<file path="src/rtl/ddr_cmd_pkg.sv">
// Shared types and instruction layout for the AXI-Stream DDR4 command sequencer.
// Field offsets past the fixed opcode/ap/half_bl bits depend on the width parameters.
package ddr_cmd_pkg;

    typedef enum logic [3:0] {
        OP_NOP  = 4'd0,
        OP_PRE  = 4'd1,
        OP_ACT  = 4'd2,
        OP_RD   = 4'd3,
        OP_WR   = 4'd4,
        OP_REF  = 4'd5,
        OP_ZQ   = 4'd6,
        OP_PREA = 4'd7,
        OP_WAIT = 4'd8
    } opcode_e;

    typedef enum logic [1:0] {
        ST_EMPTY,
        ST_ISSUE,
        ST_WAIT
    } state_e;

    localparam int OPCODE_LSB  = 0;
    localparam int AP_BIT      = 4;
    localparam int HALF_BL_BIT = 5;
    localparam int BANK_LSB    = 6;

    function automatic int bg_lsb(input int bank_w);
        return BANK_LSB + bank_w;
    endfunction

    function automatic int addr_lsb(input int bank_w, input int bg_w);
        return BANK_LSB + bank_w + bg_w;
    endfunction

endpackage

</file>
<file path="src/rtl/ddr_cmd_slot_dec.sv">
// Combinational decode of one packed 32-bit instruction into command strobes,
// address fields, WAIT count and illegal-opcode flag.
module ddr_cmd_slot_dec
    import ddr_cmd_pkg::*;
#(
    parameter int BG_WIDTH   = 2,
    parameter int BANK_WIDTH = 2,
    parameter int COL_WIDTH  = 10,
    parameter int ROW_WIDTH  = 17,
    parameter int WAIT_WIDTH = 16
) (
    input  logic [31:0]           instr,
    output logic                  wr,
    output logic                  rd,
    output logic                  pre,
    output logic                  act,
    output logic                  refresh,
    output logic                  zq,
    output logic                  nop,
    output logic                  ap,
    output logic                  half_bl,
    output logic                  pall,
    output logic                  is_wait,
    output logic                  illegal,
    output logic [BG_WIDTH-1:0]   bg,
    output logic [BANK_WIDTH-1:0] bank,
    output logic [COL_WIDTH-1:0]  col,
    output logic [ROW_WIDTH-1:0]  row,
    output logic [WAIT_WIDTH-1:0] wait_n
);

    localparam int BG_LSB   = bg_lsb(BANK_WIDTH);
    localparam int ADDR_LSB = addr_lsb(BANK_WIDTH, BG_WIDTH);

    // Upper instruction bits beyond the address field are reserved.
    logic unused_bits;
    assign unused_bits = ^instr;

    assign bank   = instr[BANK_LSB +: BANK_WIDTH];
    assign bg     = instr[BG_LSB +: BG_WIDTH];
    assign row    = instr[ADDR_LSB +: ROW_WIDTH];
    assign col    = instr[ADDR_LSB +: COL_WIDTH];
    assign wait_n = instr[ADDR_LSB +: WAIT_WIDTH];

    always_comb begin
        wr      = 1'b0;
        rd      = 1'b0;
        pre     = 1'b0;
        act     = 1'b0;
        refresh = 1'b0;
        zq      = 1'b0;
        nop     = 1'b0;
        ap      = 1'b0;
        half_bl = 1'b0;
        pall    = 1'b0;
        is_wait = 1'b0;
        illegal = 1'b0;
        case (instr[OPCODE_LSB +: 4])
            OP_NOP:  nop = 1'b1;
            OP_PRE:  pre = 1'b1;
            OP_ACT:  act = 1'b1;
            OP_RD: begin
                rd      = 1'b1;
                ap      = instr[AP_BIT];
                half_bl = instr[HALF_BL_BIT];
            end
            OP_WR: begin
                wr      = 1'b1;
                ap      = instr[AP_BIT];
                half_bl = instr[HALF_BL_BIT];
            end
            OP_REF:  refresh = 1'b1;
            OP_ZQ:   zq = 1'b1;
            OP_PREA: begin
                pre  = 1'b1;
                pall = 1'b1;
            end
            OP_WAIT: begin
                nop     = 1'b1;
                is_wait = 1'b1;
            end
            default: begin
                nop     = 1'b1;
                illegal = 1'b1;
            end
        endcase
    end

endmodule

</file>
<file path="src/rtl/axis_ddr_cmd_seq.sv">
// Accepts beats of packed DDR4 instructions on AXI-Stream and issues them one
// slot group per enabled cycle, with WAIT idle insertion, pause and status.
module axis_ddr_cmd_seq
    import ddr_cmd_pkg::*;
#(
    parameter int BG_WIDTH   = 2,
    parameter int BANK_WIDTH = 2,
    parameter int COL_WIDTH  = 10,
    parameter int ROW_WIDTH  = 17,
    parameter int AXIS_WIDTH = 512,
    parameter int SLOTS      = 4,
    parameter int WAIT_WIDTH = 16
) (
    input  logic                        clk,
    input  logic                        rst_n,
    input  logic [AXIS_WIDTH-1:0]       s_axis_tdata,
    input  logic                        s_axis_tvalid,
    input  logic                        s_axis_tlast,
    output logic                        s_axis_tready,
    input  logic                        issue_en,
    output logic [SLOTS-1:0]            ddr_write,
    output logic [SLOTS-1:0]            ddr_read,
    output logic [SLOTS-1:0]            ddr_pre,
    output logic [SLOTS-1:0]            ddr_act,
    output logic [SLOTS-1:0]            ddr_ref,
    output logic [SLOTS-1:0]            ddr_zq,
    output logic [SLOTS-1:0]            ddr_nop,
    output logic [SLOTS-1:0]            ddr_ap,
    output logic [SLOTS-1:0]            ddr_half_bl,
    output logic [SLOTS-1:0]            ddr_pall,
    output logic [SLOTS*BG_WIDTH-1:0]   ddr_bg,
    output logic [SLOTS*BANK_WIDTH-1:0] ddr_bank,
    output logic [SLOTS*COL_WIDTH-1:0]  ddr_col,
    output logic [SLOTS*ROW_WIDTH-1:0]  ddr_row,
    output logic                        busy,
    output logic                        seq_done,
    output logic                        err_illegal,
    output logic [31:0]                 cmd_count,
    output logic [3:0]                  latest_instr_id
);

    localparam int G  = AXIS_WIDTH / (32 * SLOTS);
    localparam int GW = (G > 1) ? $clog2(G) : 1;
    localparam logic [GW-1:0] G_LAST = GW'(G - 1);

    if (addr_lsb(BANK_WIDTH, BG_WIDTH) + ROW_WIDTH > 32) begin : g_chk_fields
        $error("instruction fields exceed 32 bits");
    end
    if (AXIS_WIDTH % (32 * SLOTS) != 0 || WAIT_WIDTH > ROW_WIDTH) begin : g_chk_widths
        $error("illegal AXIS_WIDTH / WAIT_WIDTH parameterisation");
    end

    state_e                  state_q, state_d;
    logic [AXIS_WIDTH-1:0]   beat_q;
    logic                    last_q;
    logic [GW-1:0]           g_q;
    logic [WAIT_WIDTH-1:0]   wait_q;
    logic                    wait_last_q;
    logic                    alive_q;
    logic                    done_pend_q;

    logic [31:0]             slot_instr [SLOTS];
    logic [SLOTS-1:0]        d_wr, d_rd, d_pre, d_act, d_ref, d_zq, d_nop, d_ap, d_hbl, d_pall;
    logic [SLOTS-1:0]        d_wait, d_illegal;
    logic [SLOTS*BG_WIDTH-1:0]   d_bg;
    logic [SLOTS*BANK_WIDTH-1:0] d_bank;
    logic [SLOTS*COL_WIDTH-1:0]  d_col;
    logic [SLOTS*ROW_WIDTH-1:0]  d_row;
    logic [WAIT_WIDTH-1:0]   d_wait_n [SLOTS];

    logic [WAIT_WIDTH-1:0]   grp_wait_n;
    logic                    grp_wait;
    logic [31:0]             grp_cmds;
    logic                    issue, last_grp, accept, wait_tick, wait_end;

    for (genvar i = 0; i < SLOTS; i++) begin : g_slot
        assign slot_instr[i] = beat_q[(int'(g_q) * SLOTS + i) * 32 +: 32];
        ddr_cmd_slot_dec #(
            .BG_WIDTH  (BG_WIDTH),
            .BANK_WIDTH(BANK_WIDTH),
            .COL_WIDTH (COL_WIDTH),
            .ROW_WIDTH (ROW_WIDTH),
            .WAIT_WIDTH(WAIT_WIDTH)
        ) u_dec (
            .instr  (slot_instr[i]),
            .wr     (d_wr[i]),
            .rd     (d_rd[i]),
            .pre    (d_pre[i]),
            .act    (d_act[i]),
            .refresh(d_ref[i]),
            .zq     (d_zq[i]),
            .nop    (d_nop[i]),
            .ap     (d_ap[i]),
            .half_bl(d_hbl[i]),
            .pall   (d_pall[i]),
            .is_wait(d_wait[i]),
            .illegal(d_illegal[i]),
            .bg     (d_bg[i*BG_WIDTH +: BG_WIDTH]),
            .bank   (d_bank[i*BANK_WIDTH +: BANK_WIDTH]),
            .col    (d_col[i*COL_WIDTH +: COL_WIDTH]),
            .row    (d_row[i*ROW_WIDTH +: ROW_WIDTH]),
            .wait_n (d_wait_n[i])
        );
    end

    // The highest-index WAIT in the group wins; NOP, WAIT and illegal slots are not counted.
    always_comb begin
        grp_wait_n = '0;
        grp_cmds   = '0;
        for (int i = 0; i < SLOTS; i++) begin
            if (d_wait[i]) grp_wait_n = d_wait_n[i];
            grp_cmds = grp_cmds + {31'd0, ~d_nop[i]};
        end
        grp_wait = (grp_wait_n != '0);
    end

    always_ff @(posedge clk or negedge rst_n) begin
        if (!rst_n) state_q <= ST_EMPTY;
        else        state_q <= state_d;
    end

    always_comb begin
        state_d = state_q;
        case (state_q)
            ST_EMPTY: if (accept) state_d = ST_ISSUE;
            ST_ISSUE: begin
                if (issue) begin
                    if (grp_wait)                 state_d = ST_WAIT;
                    else if (last_grp && !accept) state_d = ST_EMPTY;
                end
            end
            ST_WAIT:  if (wait_end) state_d = wait_last_q ? ST_EMPTY : ST_ISSUE;
            default:  state_d = ST_EMPTY;
        endcase
    end

    // Ready on the last group lets the next beat load in the same edge, so beats stream without a bubble.
    always_comb begin
        issue         = (state_q == ST_ISSUE) && issue_en;
        last_grp      = (g_q == G_LAST);
        wait_tick     = (state_q == ST_WAIT) && issue_en;
        wait_end      = wait_tick && (wait_q == WAIT_WIDTH'(1));
        s_axis_tready = alive_q && ((state_q == ST_EMPTY) || (issue && last_grp && !grp_wait));
        accept        = s_axis_tvalid && s_axis_tready;
        busy          = (state_q != ST_EMPTY);
    end

    always_ff @(posedge clk or negedge rst_n) begin
        if (!rst_n) begin
            beat_q      <= '0;
            last_q      <= 1'b0;
            g_q         <= '0;
            wait_q      <= '0;
            wait_last_q <= 1'b0;
            alive_q     <= 1'b0;
            done_pend_q <= 1'b0;
            seq_done    <= 1'b0;
        end else begin
            alive_q <= 1'b1;
            if (accept) begin
                beat_q <= s_axis_tdata;
                last_q <= s_axis_tlast;
                g_q    <= '0;
            end else if (issue && !last_grp) begin
                g_q <= g_q + GW'(1);
            end
            if (issue && grp_wait) begin
                wait_q      <= grp_wait_n;
                wait_last_q <= last_grp;
            end else if (wait_tick) begin
                wait_q <= wait_q - WAIT_WIDTH'(1);
            end
            done_pend_q <= last_q && ((issue && last_grp && !grp_wait) || (wait_end && wait_last_q));
            seq_done    <= done_pend_q;
        end
    end

    // Registered command bus: the decoded group when issuing, otherwise the idle pattern.
    always_ff @(posedge clk or negedge rst_n) begin
        if (!rst_n) begin
            {ddr_write, ddr_read, ddr_pre, ddr_act, ddr_ref} <= '0;
            {ddr_zq, ddr_nop, ddr_ap, ddr_half_bl, ddr_pall} <= '0;
            {ddr_bg, ddr_bank, ddr_col, ddr_row}             <= '0;
            err_illegal     <= 1'b0;
            cmd_count       <= '0;
            latest_instr_id <= '0;
        end else if (issue) begin
            {ddr_write, ddr_read, ddr_pre, ddr_act, ddr_ref} <= {d_wr, d_rd, d_pre, d_act, d_ref};
            {ddr_zq, ddr_nop, ddr_ap, ddr_half_bl, ddr_pall} <= {d_zq, d_nop, d_ap, d_hbl, d_pall};
            {ddr_bg, ddr_bank, ddr_col, ddr_row}             <= {d_bg, d_bank, d_col, d_row};
            cmd_count       <= cmd_count + grp_cmds;
            latest_instr_id <= slot_instr[0][3:0];
            if (|d_illegal) err_illegal <= 1'b1;
        end else begin
            {ddr_write, ddr_read, ddr_pre, ddr_act, ddr_ref} <= '0;
            {ddr_zq, ddr_ap, ddr_half_bl, ddr_pall}          <= '0;
            ddr_nop                                          <= '1;
            {ddr_bg, ddr_bank, ddr_col, ddr_row}             <= '0;
        end
    end

endmodule

</file>
<file path="config.mk">
export PLATFORM = sky130hd
export DESIGN_NAME = axis_ddr_cmd_seq
export DESIGN_NICKNAME = d
export VERILOG_FILES = /design/src/rtl/ddr_cmd_pkg.sv /design/src/rtl/ddr_cmd_slot_dec.sv /design/src/rtl/axis_ddr_cmd_seq.sv
export SDC_FILE = /design/constraint.sdc
export NUM_CORES = 1
export LEC_CHECK = 0
export CAP_MARGIN = 5
export CORE_AREA = 2 2 278 280
export DETAILED_ROUTE_END_ITERATION = 12
export DIE_AREA = 0 0 280 282
export HOLD_SLACK_MARGIN = 0.02
export SYNTH_ARGS = -nofsm -noshare
export SYNTH_HDL_FRONTEND = slang
export SYNTH_SLANG_ARGS = --single-unit
export TNS_END_PERCENT = 100
</file>
<file path="constraint.sdc">
create_clock -name clk -period 4.7 [get_ports clk]
set_clock_uncertainty 0.05 [all_clocks]
set_input_delay 0.94 -clock clk [delete_from_list [all_inputs] [get_ports clk]]
set_output_delay 0.94 -clock clk [all_outputs]
set_load 0.1 [all_outputs]
</file>
Word-level counts from Yosys, hierarchy flattened
Cells that the tools add are included.
- flip-flop bits (word level): 738
- bits of input ports: 517
- output and inout port bits: 204
- word-level logic and storage cells: 201
- add/sub/neg operators: 9
- equal/unequal tests: 40
- shift-type cells: 4
- muxes and demuxes: 77
- reduce and logical (&&, ||, !) cells: 45
- operators by type and width (kind ; count):
    512-bit by 11-bit variable part select with 27-bit output ; 3
    512-bit by 10-bit variable part select with 27-bit output ; 1
    16-bit two-way mux ; 6
    68-bit two-way mux ; 1
    4-bit by 3-bit equality test with 1-bit output (second input constant) ; 16
    1-bit two-way mux ; 49
    4-bit two-way mux ; 10
    40-bit two-way mux ; 1
    9-bit OR reduction ; 4
    32-bit by 4-bit adder with 32-bit output ; 1
    4-bit by 2-bit equality test with 1-bit output (second input constant) ; 8
    7-bit OR reduction ; 4
    16-bit by 1-bit equality test with 1-bit output (second input constant) ; 1
    4-bit by 1-bit equality test with 1-bit output (second input constant) ; 4
    4-bit equality test (second input constant) ; 4
    4-bit zero test ; 4
    8-bit two-way mux ; 2
    16-bit nonzero test ; 1
    2-bit OR reduction ; 8
    16-bit by 1-bit subtractor with 16-bit output (second input constant) ; 1
    2-bit two-way mux ; 7
    1-bit logical AND ; 12
    4-bit by 2-bit adder with 5-bit output (second input constant) ; 2
    2-bit != test (second input constant) ; 3
    other kinds (16) ; 22

Depth between registers and ports, before layout
- depth after elaboration: 19
- gate-level depth with buffers: 18
- depth with buffers taken out: 15

Hierarchy
Synthesis repeated with hierarchy kept, for this count alone.
- cell total of the unflattened synthesis: 4092
- area total of the unflattened synthesis: 41023.1 sq um
- by module, submodules not included (module ; instances ; cells each ; area an instance (sq um) ; sequential area each (sq um)):
    axis_ddr_cmd_seq ; 1 ; 3832 ; 39076.2 ; 18467.7
    ddr_cmd_slot_dec ; 4 ; 65 ; 486.7 ; 0.0

Worst setup path before layout
OpenSTA, ideal clock, no wires.
- path kind: flip-flop to output port
- start point: register g_q[0]
- end point: output s_axis_tready
- arrival: 3.794 ns
- required time: 3.710 ns
- slack: -0.084 ns
- cell stages (with the launch flop): 12
- buffers on the path: 4
- cell sequence: dfrtp_1 > buf_6 > buf_6 > buf_2 > buf_1 > mux4_2 > nor3_1 > a211oi_1 > nor4_2 > nand4_1 > o41ai_2 > and2_1
- cells in the longest elaborated chain, start to end: 12
- elaborated cells on any way between the ends: 26
- classes of those cells: add/sub: 3; eq/ne: 5; shift: 4; mux: 8; reduce/logical: 6
- ends and longest elaborated chain (item ; line ; text):
    start: declaration ; axis_ddr_cmd_seq.sv:56 ; logic [GW-1:0] g_q;
    start signal: assignment ; axis_ddr_cmd_seq.sv:165 ; g_q <= g_q + GW'(1);
    4-bit by 1-bit adder with 5-bit output or 512-bit by 10-bit variable part select with 27-bit output (tied branches) ; axis_ddr_cmd_seq.sv:77 ; assign slot_instr[i] = beat_q[(int'(g_q) * SLOTS + i) * 32 +: 32];
    512-bit by 11-bit variable part select with 27-bit output or 4-bit equality test (tied branches) ; axis_ddr_cmd_seq.sv:77, ddr_cmd_slot_dec.sv:58 ;
    4-bit equality test or 1-bit two-way mux (tied branches) ; ddr_cmd_slot_dec.sv:58 ; case (instr[OPCODE_LSB +: 4])
    1-bit two-way mux or 16-bit two-way mux (tied branches) ; ddr_cmd_slot_dec.sv:58, axis_ddr_cmd_seq.sv:111 ;
    16-bit two-way mux (3 in a row) ; axis_ddr_cmd_seq.sv:111 ; if (d_wait[i]) grp_wait_n = d_wait_n[i];
    16-bit nonzero test ; axis_ddr_cmd_seq.sv:114 ; grp_wait = (grp_wait_n != '0);
    1-bit zero test ; axis_ddr_cmd_seq.sv:143 ; s_axis_tready = alive_q && ((state_q == ST_EMPTY) || (issue && last_grp && !grp_wait));
    1-bit logical AND (*) ; axis_ddr_cmd_seq.sv:143 ;
    1-bit logical OR (*) ; axis_ddr_cmd_seq.sv:143 ;
    1-bit logical AND (*) ; axis_ddr_cmd_seq.sv:143 ;
    end: declaration ; axis_ddr_cmd_seq.sv:19 ; output logic s_axis_tready,
Mark *: on every way between the ends. The rest lies on a longest branch, timed or not.

Final worst setup path
Ends and elaborated chain as after synthesis.

==> metrics.md <==
| Metric | Value |
|---|---|
| Top post-synthesis cells by area | dfrtp_1, mux2_4, mux4_2 |
| Tot GR Track Use | 20.97% |
| Clock power frac | 22.7% |
| CTS H-tree depth | 3 |
| Initial Utilization | 36.35% |
| Outcome | finished, violations left |
| Share of the synthesized area in the top cell type | 56.21% |
| Core area | 75,700 µm² |
| Sequential share of power | 34.0% |
| Detail Route Antenna Nets | 0 |
| LEAKAGE | 16.55 nW |
| Most common cell after layout, fill and taps aside | clkdlybuf4s50_1 |
| Share of layout cells above drive strength 1 | 31.83% |
| Number of max-cap violations | 0 |
| RSZ-0062 raised after global routing | yes |
| Crit start category | flip-flop |
| Met3 Track Usage GR | 5.734% |
| DR iter-0 viols | 935 |
| Total clock sinks | 618 |
| TritonRoute pass-1 iters | 5 |
| #FFs+latches synth | 618 |
| Post-synth top flop | dfrtp_1 |
| Die Span Y | 282 µm |
| FFs w/ async S/R, synth | 100.0% |
| Worst R2R Start | g_q[0]$_DFFE_PN0P_ |
| Slew of the pin with the lowest slew margin | 1.174 ns |
| Post-synthesis cell type count | 52 |
| Critical Path RT | 3.71 ns |
| Clock buffer depth | 3 |
| Vias in the first global route | 18,820 |
| RR Endpoint | beat_q[163]$_DFFE_PN0P_ |
| Fin crit period | 5.222 ns |
| CTS clk-pin slew, worst paths | 0.05 ns |
| Hold Path Class | flip-flop to flip-flop |
| Relative slew slack | 21.51% |
| Sw Ratio | 35.46% |
| R2R depth | 13 |
| Skew-Pair Late Insertion Delay | 0.61 ns |
| Met2 Use GR | 33.88% |
| Syn Inst Count | 1,765 |
| Final net count | 2,966 |
| Worst hold stages | 0 |
| Worst Path Arrival | 4.23 ns |
| Cell area after synthesis | 27,510 µm² |
| TritonCTS Buffers | 74 |
| WL/cell | 23.97 µm |
| Max-slew violations | 0 |
| DP HPWL | 62.14 mm |
| Gate power share | 43.4% |
| Setup WS post-layout | -0.5222 ns |
| Global-route wire length before repair | 122.9 mm |
| Switching pwr | 9.117 mW |
| Crit path max fanout | 13 |
| Buffers on Ports | 640 |
| Violated checks | negative setup slack |
| Hold_buf cts | 0 |
| Worst Hold Path EP | seq_done$_DFF_PN0_ |
| Vias/cell | 4.975 |
| Final Hold Vio Count | 0 |
| Largest net degree at the start of global routing | 108 |
| Tot Pwr | 25.71 mW |
| Fmax | 191.5 MHz |
| Final WL | 83.73 mm |
| Synth area leader | dfrtp_1 |
| DRC viols | 0 |
| Site Rows | 101 |
| Root Driver | clkbuf_16 |
| Boundary pin count | 721 |
| Hold_sp | done_pend_q$_DFF_PN0_ |
| Maximum vdd ir drop | 389.3 µV |
| Syn avg cell area | 15.59 µm² |
| Pwr Density | 676.3 nW/µm² |
| Post-synthesis sequential area ratio | 56.21% |
| Total congestion overflow | 0 |
| Most used routing layer | met2 |
| Post-layout util | 50.21% |
| Commonest cells after routing, fill and taps aside | clkdlybuf4s50_1, dfrtp_1, mux2_4 |
| Number of synthesized flops with an enable pin | 0 |
| CTS tree | built |
| Die extent in x | 280 µm |
| GR Util met1 | 27.21% |
| Mapped Nets | 2,289 |
| Initial antenna violation count | 27 |
| Fin crit share | 111.1% |
| Final setup TNS | -0.5222 ns |
| Final GP Congestion | 0.8284 |
| Final Setup Violations | 1 |
| Crit path kind | flip-flop to primary output |
| CP endpoint kind | primary output |
| Die area | 78,960 µm² |
| Via count | 17,380 |
| Yosys warns | 0 |
| Internal power | 16.59 mW |
| Layout area overhead | 38.14% |
| R2r setup slk | 0.24 ns |
sequential cells by signal (all words and copies together) (netlist names), 2 cells and up:
signal	flops
beat_q	432
cmd_count	32
ddr_act	4
ddr_ap	4
ddr_bank	8
ddr_bg	8
ddr_half_bl	4
ddr_nop	4
ddr_pall	4
ddr_pre	4
ddr_read	4
ddr_ref	4
ddr_row	68
ddr_write	4
ddr_zq	4
g_q	2
latest_instr_id	4
state_q	2
wait_q	16
area by class of cell:
type                       instances  area [µm²]
fill                            6393       37690
timing repair buffer             741        7543
inverter                          12       45.04
multi-input combinational        995       11190
clock inverter                    30       335.3
clock buffer                     102        2160
antenna                           17       42.54
sequential                       618       15470
tap                              978        1224
stage by stage:
step / cells / cell area (µm²) / setup WS (ns) / hold WS, ns
after floorplan: 1765 / 27520 / 0.1967 / 0.2812
after global placement: 3335 / 35270 / -0.1147 / 0.2887
after detailed placement: 3335 / 35270 / -0.1696 / 0.2901
after CTS: 3476 / 37900 / -0.5678 / 0.2995
after global routing: 3488 / 38000 / -0.6475 / 0.3137
final: 3493 / 38010 / -0.5222 / 0.2951
logic make-up after synthesis:
family	after synthesis	share of synthesized area, %
AO/OA/AOI/OAI	75	1.792
flip-flops	618	56.21
other	1	0.01363
XOR/XNOR	46	1.464
AND/OR/NAND/NOR	324	6.448
buffers and inverters	152	3.624
multiplexers	542	30.05
adder cells (fa/ha/maj)	7	0.4002
worst max-delay path by stage:
stage                            start  cells after the start  slack [ns]                        end
floorplan           g_q[0]$_DFFE_PN0P_                     17        0.20  cmd_count[28]$_DFFE_PN0P_
global placement    g_q[0]$_DFFE_PN0P_                     12       -0.11              s_axis_tready
detailed placement  g_q[0]$_DFFE_PN0P_                     13       -0.17              s_axis_tready
CTS                 g_q[0]$_DFFE_PN0P_                     13       -0.57              s_axis_tready
global route        g_q[0]$_DFFE_PN0P_                     11       -0.65              s_axis_tready
finish              g_q[0]$_DFFE_PN0P_                     11       -0.52              s_axis_tready
worst max-delay path, cell delays in order, from the launching register on:
cell and delay (ns):
dfrtp_4 0.46, buf_6 0.15, mux4_2 0.51, or4b_4 0.69, nor3_1 0.27, a211oi_2 0.08, nor4_2 0.31, nand4_1 0.27
o41ai_4 0.34, buf_4 0.19, and2_4 0.16, buf_12 0.17
timing repair:
item,4_1_cts,5_1_grt
pin swaps,6,0
endpoints found under the setup margin,55,89
setup buffers,9,0
gates resized for setup,16,14
power by group through the flow:
stage	sequential (mW)	clock, mW	combinational [mW]
global placement	8.67	0	10.8
global route	9.00	6.23	11.8
floorplan	9.50	0	6.60
finish	8.73	5.83	11.1
detailed placement	8.80	0	10.9
CTS	8.73	6.00	11.2
metal layers:
metal  share of wire [%]  up-vias  wire length (µm)
li1                    -     7676                 -
met1                  42     9040             35370
met2                  49      519             40740
met3                 6.7      127              5600
met4                 2.3       14              1939
met5               0.092        -                77
cell usage after synthesis, types with 10 or more instances:
cell and count:
xor2_1 13, buf_6 32, inv_1 12, mux2_4 253
buf_1 11, dfrtp_1 618, nand3_1 28, and3_1 10
mux2_2 174, nand2_1 55, o21ai_0 20, clkbuf_1 30
buf_2 26, mux4_2 108, xnor2_1 33, a211oi_1 29
nor2_1 54, nor3_1 27, a21oi_1 13, buf_4 41
nor2b_1 96
Note: power is estimated with default switching activity, not from simulation.
